File: src/rtl/rr_arbiter4_enc.sv
// rr_arbiter4_enc
//   Round-robin arbiter sharing one 4-to-2 encoded resource between 4
//   requesters. Grants are registered one-hot with a matching 2-bit index.
//   A hold-timeout lets a waiting requester preempt a long-running owner.
//
// Ports
//   clk        rising-edge clock
//   rst        asynchronous reset, active-high
//   req[3:0]   level-sensitive requests, bit i = requester i
//   gnt[3:0]   one-hot grant, zero when idle
//   gnt_idx    encoded index of gnt (2'b00 when no grant)
//   gnt_valid  |gnt
//   preempt    one-cycle pulse when a grant moved because of the hold timeout
module rr_arbiter4_enc #(
    parameter int MAX_HOLD = 8,
    parameter int CNT_W    = 4
) (
    input  logic       clk,
    input  logic       rst,
    input  logic [3:0] req,
    output logic [3:0] gnt,
    output logic [1:0] gnt_idx,
    output logic       gnt_valid,
    output logic       preempt
);

    typedef enum logic {IDLE, GRANT} state_t;

    // Last hold value before a waiting requester may take over.
    localparam logic [CNT_W-1:0] HOLD_LAST = CNT_W'(MAX_HOLD == 0 ? 0 : MAX_HOLD - 1);

    state_t           state, state_n;
    logic [3:0]       gnt_n;
    logic [1:0]       idx_n;
    logic [1:0]       ptr, ptr_n;
    logic [CNT_W-1:0] hold_cnt, hold_n;
    logic             pre_n;

    logic [3:0]       others;
    logic [3:0]       srch_req;
    logic [1:0]       srch_base;
    logic [1:0]       winner;

    // First set bit scanning base, base+1, ... (mod 4). Scanning the offsets
    // from far to near lets the nearest hit overwrite the others.
    function automatic logic [1:0] pick(input logic [3:0] r, input logic [1:0] base);
        logic [1:0] i;
        pick = base;
        for (int k = 3; k >= 0; k--) begin
            i = base + 2'(k);
            if (r[i]) pick = i;
        end
    endfunction

    assign others    = req & ~gnt;
    // From IDLE search from ptr; while granted, the next owner is searched
    // from the slot after the current owner, excluding the owner itself.
    assign srch_req  = (state == IDLE) ? req : others;
    assign srch_base = (state == IDLE) ? ptr : gnt_idx + 2'd1;
    assign winner    = pick(srch_req, srch_base);
    assign gnt_valid = |gnt;

    always_ff @(posedge clk or posedge rst) begin
        if (rst) begin
            state    <= IDLE;
            gnt      <= '0;
            gnt_idx  <= '0;
            preempt  <= 1'b0;
            ptr      <= '0;
            hold_cnt <= '0;
        end else begin
            state    <= state_n;
            gnt      <= gnt_n;
            gnt_idx  <= idx_n;
            preempt  <= pre_n;
            ptr      <= ptr_n;
            hold_cnt <= hold_n;
        end
    end

    always_comb begin
        state_n = state;
        gnt_n   = gnt;
        idx_n   = gnt_idx;
        ptr_n   = ptr;
        hold_n  = hold_cnt;
        pre_n   = 1'b0;
        case (state)
            IDLE: begin
                if (|req) begin
                    gnt_n   = 4'b0001 << winner;
                    idx_n   = winner;
                    hold_n  = '0;
                    state_n = GRANT;
                end
            end
            GRANT: begin
                if (!req[gnt_idx]) begin
                    // Release wins over timeout, so no preempt pulse here.
                    ptr_n = gnt_idx + 2'd1;
                    if (|others) begin
                        gnt_n  = 4'b0001 << winner;
                        idx_n  = winner;
                        hold_n = '0;
                    end else begin
                        gnt_n   = '0;
                        idx_n   = '0;
                        state_n = IDLE;
                    end
                end else if (MAX_HOLD != 0 && hold_cnt == HOLD_LAST && |others) begin
                    ptr_n  = gnt_idx + 2'd1;
                    gnt_n  = 4'b0001 << winner;
                    idx_n  = winner;
                    hold_n = '0;
                    pre_n  = 1'b1;
                end else if (MAX_HOLD != 0 && hold_cnt != HOLD_LAST) begin
                    // Saturating: a lone owner parks at HOLD_LAST so the first
                    // competing request afterwards preempts immediately.
                    hold_n = hold_cnt + 1'b1;
                end
            end
            default: begin
                state_n = IDLE;
                gnt_n   = '0;
                idx_n   = '0;
            end
        endcase
    end

endmodule

File: config.mk
export PLATFORM = sky130hd
export DESIGN_NAME = rr_arbiter4_enc
export DESIGN_NICKNAME = d
export VERILOG_FILES = /design/src/rtl/rr_arbiter4_enc.sv
export SDC_FILE = /design/constraint.sdc
export NUM_CORES = 1
export LEC_CHECK = 0
export ABC_AREA = 0
export CORE_MARGIN = 2
export CORE_UTILIZATION = 30
export CTS_CLUSTER_SIZE = 12
export DETAILED_ROUTE_END_ITERATION = 16
export SYNTH_ARGS = -nofsm -noshare
export SYNTH_HDL_FRONTEND = slang
export SYNTH_SLANG_ARGS = --single-unit
export TNS_END_PERCENT = 5
File: constraint.sdc
create_clock -name clk -period 2 [get_ports clk]
set_input_delay 0.4 -clock clk [delete_from_list [all_inputs] [get_ports clk]]
set_output_delay 0.4 -clock clk [all_outputs]
set_load 0.05 [all_outputs]
==> summary.md, run 1 <==
| Metric | Value |
|---|---|
| Outcome | `finished, final reports clean` |
| Number of DRC markers in iteration 0 | `16` |
| RSZ-0062 raised after global routing | `false` |
| Ys flop type | `dfrtp_1` |
| Fin. Hold Viols | `0` |
| Post-synth cell types | `46` |
| Critical path required time | `2.17 ns` |
| Layout Nets | `138` |
| Kind of critical path | `input port to flip-flop` |
| PortBufs | `13` |
| Placed wire-length estimate | `1.84 mm` |
| Drt via density | `5.40` |
| Share of layout cells above drive strength 1 | `31.5%` |
| Max-cap violations | `0` |
| Register area share after synthesis | `37.5%` |
| # DRC | `0` |
| Top delay family on crit path | `simple AND/OR/NAND/NOR gates` |
| Largest stage delay on the critical path | `0.52 ns` |
| Worst-Skew Late Latency | `0.28 ns` |
| Largest net degree at the start of global routing | `16` |
| CP Capture Type | `flip-flop` |
| Fmax | `0.512 GHz` |
| P&R area growth vs syn | `36.8%` |
| Max transition margin | `65.1%` |
| Vias in the first global route | `925` |
| WL/cell | `14.1 um` |
| Synthesized Nets | `104` |
| I/O pin count | `14` |
| Mapped cell area | `935 um^2` |
| Syn_area_per_cell | `9.64 um^2` |
| Syn. warnings | `0` |
| Most frequent cells in the layout | `23 x buf_4, 12 x dfrtp_1, 9 x nor2_1` |
| Number of diodes | `0` |
| Num CTS Buffers | `3` |
| P_leak | `0.599 nW` |
| CTS tree | `built` |
| Commonest non-fill, non-tap cell in the layout | `buf_4` |
| Core Rows | `20` |
| Gr usage total | `14.8%` |
| Initial core utilization | `31.1%` |
| DIE WIDTH | `59.8 um` |
| Root Buffer | `clkbuf_4` |
| Clock Path Buffers | `2` |
| Simple-gate portion of the synthesized area | `18.9%` |
| VDD IR max | `0.000654 V` |
| Synth Instances | `97` |
| Clock skew | `0.00492 ns` |
| Mux cell area share after synthesis | `6.83%` |
| CP Max Fanout | `3` |
| Grt total ovfl | `0` |
| Worst setup SP type | `input port` |
| CP bufs+invs | `1` |
| Final Wtd Congestion | `0.805` |
| DRT Pass-1 Iters | `4` |
| Hold Path Class | `input port to async pin` |
| Tcrit/Tclk final | `97.7%` |
| Initial antenna violation count | `0` |
| Final WL | `2.30 mm` |
| Pwr Total | `2.15 mW` |
| Die height | `59.8 um` |
| Number of synthesized flops with an enable pin | `0` |
| Fin crit period | `1.95 ns` |
| First-pass GRT wire length | `3.95 mm` |
| FF-to-FF Start | `state$_DFF_PP0_` |
| Biggest area consumer among synthesized cells | `dfrtp_1` |
| Hold_ws | `0.447 ns` |
| Ranking of synthesized cells by area | `dfrtp_1 37%, nor2b_1 4.7%, nor2_1 3.6%, mux2i_1 3.2%, a21boi_0 3.2%` |
| Async SR Flop Fraction | `100%` |
| Worst Setup SP | `req[2]` |
| H-tree levels | `1` |
| Setup bufs post-CTS | `0` |
| Pwr dens | `1680 nW/um^2` |
| Synth Area in Compound Gates | `31.5%` |
| Worst EP arrival | `2.13 ns` |
| Synth Area in XOR/XNOR | `0.937%` |
| Synth Register Bits | `14` |
| Total core area | `3000 um^2` |
| Fin. max-slew vios | `0` |
| Die area | `3580 um^2` |
| Largest family of logic cells by synthesized area | `compound AO/OA/AOI/OAI gates` |
| Top cell type's share of synthesized area | `37.5%` |
| Via count | `880` |
| Slowest stage cell, crit path | `or4_4` |
| Crit-path cells | `clkdlybuf4s50_1, nor2b_1, or4_4, a31o_1, a21boi_4, a22o_1` |
| Routed Antenna Nets | `0` |
| Worst-path clk slew | `0.08 ns` |
| Tightest Pin Transition | `0.522 ns` |
| Adder-cell share of the synthesized area | `1.34%` |
| Finish-stage setup viols | `0` |
| Sink Count | `14` |
==> worst register-to-register path, stage by stage, from the launching register on <==
cell      delay [ns]
dfrtp_1         0.65
a21boi_1        0.18
buf_4           0.17
a211oi_1        0.17
o32a_1          0.29
a21boi_4        0.08
a22o_1          0.20
==> flip-flops by register name, indices dropped and copies added, names as in the netlist <==
name,cells
gnt_idx,2
gnt,4
ptr,2
state,1
preempt,1
hold_cnt,4
==> where the power goes <==
| part | total (mW) | internal (mW) | switching [mW] |
|---|---|---|---|
| Combinational | 1.39 | 0.634 | 0.758 |
| Clock | 0.200 | 0.111 | 0.0890 |
| Sequential | 0.558 | 0.396 | 0.162 |
==> kinds of logic (layout without fill, tap and decap cells) <==
logic type / after synthesis / count (layout)
XOR/XNOR: 1 / 1
adder cells (fa/ha/maj): 1 / 1
AND/OR/NAND/NOR: 32 / 32
flip-flops: 14 / 14
buffers and inverters: 7 / 40
multiplexers: 5 / 5
AO/OA/AOI/OAI: 37 / 37
==> Yosys cell counts (all sizes together), types with 2 or more instances <==
library cell	count
a21boi	6
a31oi	2
nand2	5
o21ai	7
nor2b	7
or4	2
o2bb2ai	2
dfrtp	14
inv	4
nor2	10
a21bo	2
buf	2
mux2i	3
nand3	2
a22o	3
==> layout make-up <==
class | count | area [um^2]
clock buffers | 4 | 36.3
fillers | 298 | 1720
inverters | 4 | 15.0
multi-input cells | 76 | 566
flip-flops and latches | 14 | 353
well taps | 33 | 41.3
repair buffers | 32 | 268
==> metrics by stage <==
step | util, % | cells | TNS (ns) | setup slack, ns | instance area (um^2)
finish | 42.6 | 163 | 0 | 0.0461 | 1280
global placement | 40.9 | 159 | -2.52 | -0.263 | 1230
CTS | 42.1 | 163 | 0 | 0.00382 | 1260
global route | 42.6 | 163 | 0 | 0.00227 | 1280
detailed placement | 40.9 | 159 | -2.90 | -0.298 | 1230
floorplan | - | 97 | -0.0105 | -0.00524 | 937
==> layer usage <==
metal  wire length (um)  up-vias  track usage (%)
met2               1160       12             26.4
met4                 25        0             4.76
li1                   -      440                -
met5                  0        -                0
met3                 54        2             4.11
met1               1060      426             16.8
==> final timing paths <==
path	slack [ns]	depth (start not counted)	to
max	0.05	6	gnt[2]$_DFFE_PP0P_
min	0.45	2	gnt[1]$_DFFE_PP0P_
max reg2reg	0.17	6	gnt[2]$_DFFE_PP0P_
min reg2reg	0.54	1	hold_cnt[2]$_DFFE_PP0P_
max in group asynchronous	1.18	2	gnt_idx[1]$_DFFE_PP0P_
min in group clk	0.54	1	hold_cnt[2]$_DFFE_PP0P_
==> repair_timing <==
item                       CTS  global route
gates resized for setup      0             6
hold buffers                 0             0
setup endpoints to repair    0            10
No activity file was read; power rests on OpenSTA's default activity.
==> run 2: changes to the inputs <==
GPL_TIMING_DRIVEN = 0   (was default)
SETUP_SLACK_MARGIN = 0.1   (was default)
==> run 2 against run 1 <==
Cell count decreased by 9.2%; largest cell class unchanged; maximum frequency increased by 4.1%; final area decreased by 9.3%; routed wire length decreased by 3.1%; flip-flop and latch count unchanged; clock skew about the same; sequential power decreased by 5.0%; global-route usage decreased by 0.90 points; clock power increased by 2%; highest routed layer unchanged; critical path depth unchanged; via count decreased by 4.4%; critical endpoint unchanged; die area unchanged.
==> summary.md, run 2 (synthesis results as in run 1) <==
| Metric | Value |
|---|---|
| Tcrit/Tclk final | `93.8% (was 97.7%)` |
| DRT Pass-1 Iters | `4 (unchanged)` |
| Setup_tns | `0 ns (unchanged)` |
| R2R setup slack | `0.17 ns (about the same)` |
| Most frequent cells in the layout | `11 x dfrtp_1, 10 x dlygate4sd2_1, 9 x nor2_1 (was 23 x buf_4, 12 x dfrtp_1, 9 x nor2_1)` |
| Hold buffer count at cts | `0 (unchanged)` |
| Clock Path Buffers | `2 (unchanged)` |
| Final WL | `2.23 mm (was 2.30 mm)` |
| Switch share | `49.8% (was 46.9%)` |
| Seq pwr share | `26.6% (was 26.0%)` |
| Via count | `841 (was 880)` |
| Worst-path clk slew | `0.09 ns (was 0.08 ns)` |
| Final Wtd Congestion | `0.791 (was 0.805)` |
| Outcome | `finished, final reports clean (unchanged)` |
| RSZ-0062 raised after global routing | `true (was false)` |
| I/O pin count | `14 (unchanged)` |
| Kind of critical path | `input port to flip-flop (unchanged)` |
| # DRC | `0 (unchanged)` |
| Final design utilization | `38.6% (was 42.6%)` |
| Core Rows | `20 (unchanged)` |
| CTS tree | `built (unchanged)` |
| Worst EP arrival | `2.04 ns (was 2.13 ns)` |
| Num CTS Buffers | `3 (unchanged)` |
| Number of diodes | `0 (unchanged)` |
| Hold_ws | `0.445 ns (was 0.447 ns)` |
| Biggest regs | `gnt: 4 flops, hold_cnt: 4 flops (unchanged)` |
| Combinational power share | `63.2% (was 64.7%)` |
| CP Max Fanout | `7 (was 3)` |
| H-tree levels | `1 (unchanged)` |
| P_leak | `0.518 nW (was 0.599 nW)` |
| WL/cell | `15.0 um (was 14.1 um)` |
| Worst R2R Path Depth | `6 (unchanged)` |
| Share of layout cells above drive strength 1 | `20.9% (was 31.5%)` |
| Fin crit period | `1.88 ns (was 1.95 ns)` |
| Hold Path Class | `input port to async pin (unchanged)` |
| Total core area | `3000 um^2 (unchanged)` |
| PortBufs | `13 (unchanged)` |
| Pint | `1.00 mW (was 1.14 mW)` |
| Fin. max-slew vios | `0 (unchanged)` |
| Initial antenna violation count | `0 (unchanged)` |
| Gr usage total | `13.9% (was 14.8%)` |
| Drt via density | `5.68 (was 5.40)` |
| Routed Antenna Nets | `0 (unchanged)` |
| Clock skew | `0.00508 ns (was 0.00492 ns)` |
| Clock power share | `10.2% (was 9.3%)` |
| Grt total ovfl | `0 (unchanged)` |
| First-pass GRT wire length | `3.80 mm (was 3.95 mm)` |
| Worst setup SP type | `input port (unchanged)` |
| Tightest Pin Transition | `0.519 ns (was 0.522 ns)` |
| Fmax | `0.533 GHz (was 0.512 GHz)` |
| Max transition margin | `65.4% (was 65.1%)` |
| Fin. Hold Viols | `0 (unchanged)` |
| Layout Nets | `123 (was 138)` |
| Finish-stage setup viols | `0 (unchanged)` |
| Worst-Skew Late Latency | `0.27 ns (was 0.28 ns)` |
| Largest net degree at the start of global routing | `15 (was 16)` |
| DIE WIDTH | `59.8 um (unchanged)` |
| Die height | `59.8 um (unchanged)` |
| Die area | `3580 um^2 (unchanged)` |
| Root Buffer | `clkbuf_4 (unchanged)` |
| Vias in the first global route | `828 (was 925)` |
| Switching Power | `0.993 mW (was 1.01 mW)` |
| Worst r2r dst | `gnt[2]$_DFFE_PP0P_ (unchanged)` |
| CP Capture Type | `flip-flop (unchanged)` |
| Max-cap violations | `0 (unchanged)` |
| Sink Count | `14 (unchanged)` |
| Placed wire-length estimate | `1.70 mm (was 1.84 mm)` |
| VDD IR max | `0.000819 V (was 0.000654 V)` |
| FF-to-FF Start | `state$_DFF_PP0_ (unchanged)` |
| Pwr dens | `1720 nW/um^2 (was 1680 nW/um^2)` |
| Initial core utilization | `31.1% (unchanged)` |
| Commonest non-fill, non-tap cell in the layout | `dfrtp_1 (was buf_4)` |
| Number of DRC markers in iteration 0 | `18 (was 16)` |
| Critical path required time | `2.16 ns (was 2.17 ns)` |
| P&R area growth vs syn | `24.1% (was 36.8%)` |
[run 2: cell count changes in the layout (fill, tap and decap cells not counted), sizes merged]
cell / delta
clkbuf: +1
dlymetal6s2s: -2
buf: -19
dlygate4sd2: +10
clkdlybuf4s50: -5
[run 2: power groups by stage]
stage | clock, mW | combinational [mW] | sequential, mW
floorplan | 0 | 0.813 | 0.662
finish | 0.204 | 1.26 | 0.530
CTS | 0.212 | 1.24 | 0.532
detailed placement | 0 | 1.27 | 0.539
global placement | 0 | 1.25 | 0.537
global route | 0.226 | 1.37 | 0.554
[run 2: metal layers]
metal	GRT usage (%)	vias to the layer above	share of wire [%]	routed length, um
met5	0	-	0	0
met2	23.8	25	49	1090
met1	18.1	407	45	1010
li1	-	405	-	-
met3	2.60	4	4.6	102
met4	2.86	0	1.1	25
[run 2: what timing repair did]
item / 4_1_cts / 5_1_grt
setup buffers: 0 / 1
endpoints found under the setup margin: 17 / 8
gates resized for setup: 15 / 8
[run 2: worst max path at each step]
stage                             from            endpoint  slack, ns  cells past startpoint
CTS                 gnt[0]$_DFFE_PP0P_           gnt_valid     -0.009                      2
floorplan           gnt[2]$_DFFE_PP0P_  gnt[2]$_DFFE_PP0P_     -0.005                      5
finish                          req[2]  gnt[2]$_DFFE_PP0P_       0.12                      6
global placement                req[2]  gnt[3]$_DFFE_PP0P_      -0.46                      6
detailed placement              req[2]  gnt[3]$_DFFE_PP0P_      -0.41                      6
global route           state$_DFF_PP0_  gnt[2]$_DFFE_PP0P_       0.07                      6
[run 2: layout make-up]
| type | count | area, um^2 |
|---|---|---|
| Buffer | 3 | 13.8 |
| Sequential cell | 14 | 354 |
| Inverter | 4 | 15.0 |
| Clock buffer | 4 | 36.3 |
| Tap cell | 33 | 41.3 |
| Timing Repair Buffer | 14 | 123 |
| Multi-Input combinational cell | 76 | 577 |
| Fill cell | 316 | 1840 |
[run 2: per-stage QoR]
stage / std cells / area [um^2] / worst slack [ns] / total power [mW]
2_1_floorplan: 97 / 937 / -0.00524 / 1.48
3_3_place_gp: 143 / 1110 / -0.465 / 1.79
3_5_place_dp: 143 / 1110 / -0.412 / 1.81
4_1_cts: 147 / 1140 / -0.00923 / 1.98
5_1_grt: 148 / 1160 / 0.0736 / 2.15
6_report: 148 / 1160 / 0.124 / 1.99
[run 2: worst max-delay path, stage by stage]
cell           delay, ns
dlygate4sd2_1       0.30
nor2b_1             0.18
or4_4               0.54
a31o_1              0.26
a21boi_4            0.15
a22o_1              0.20
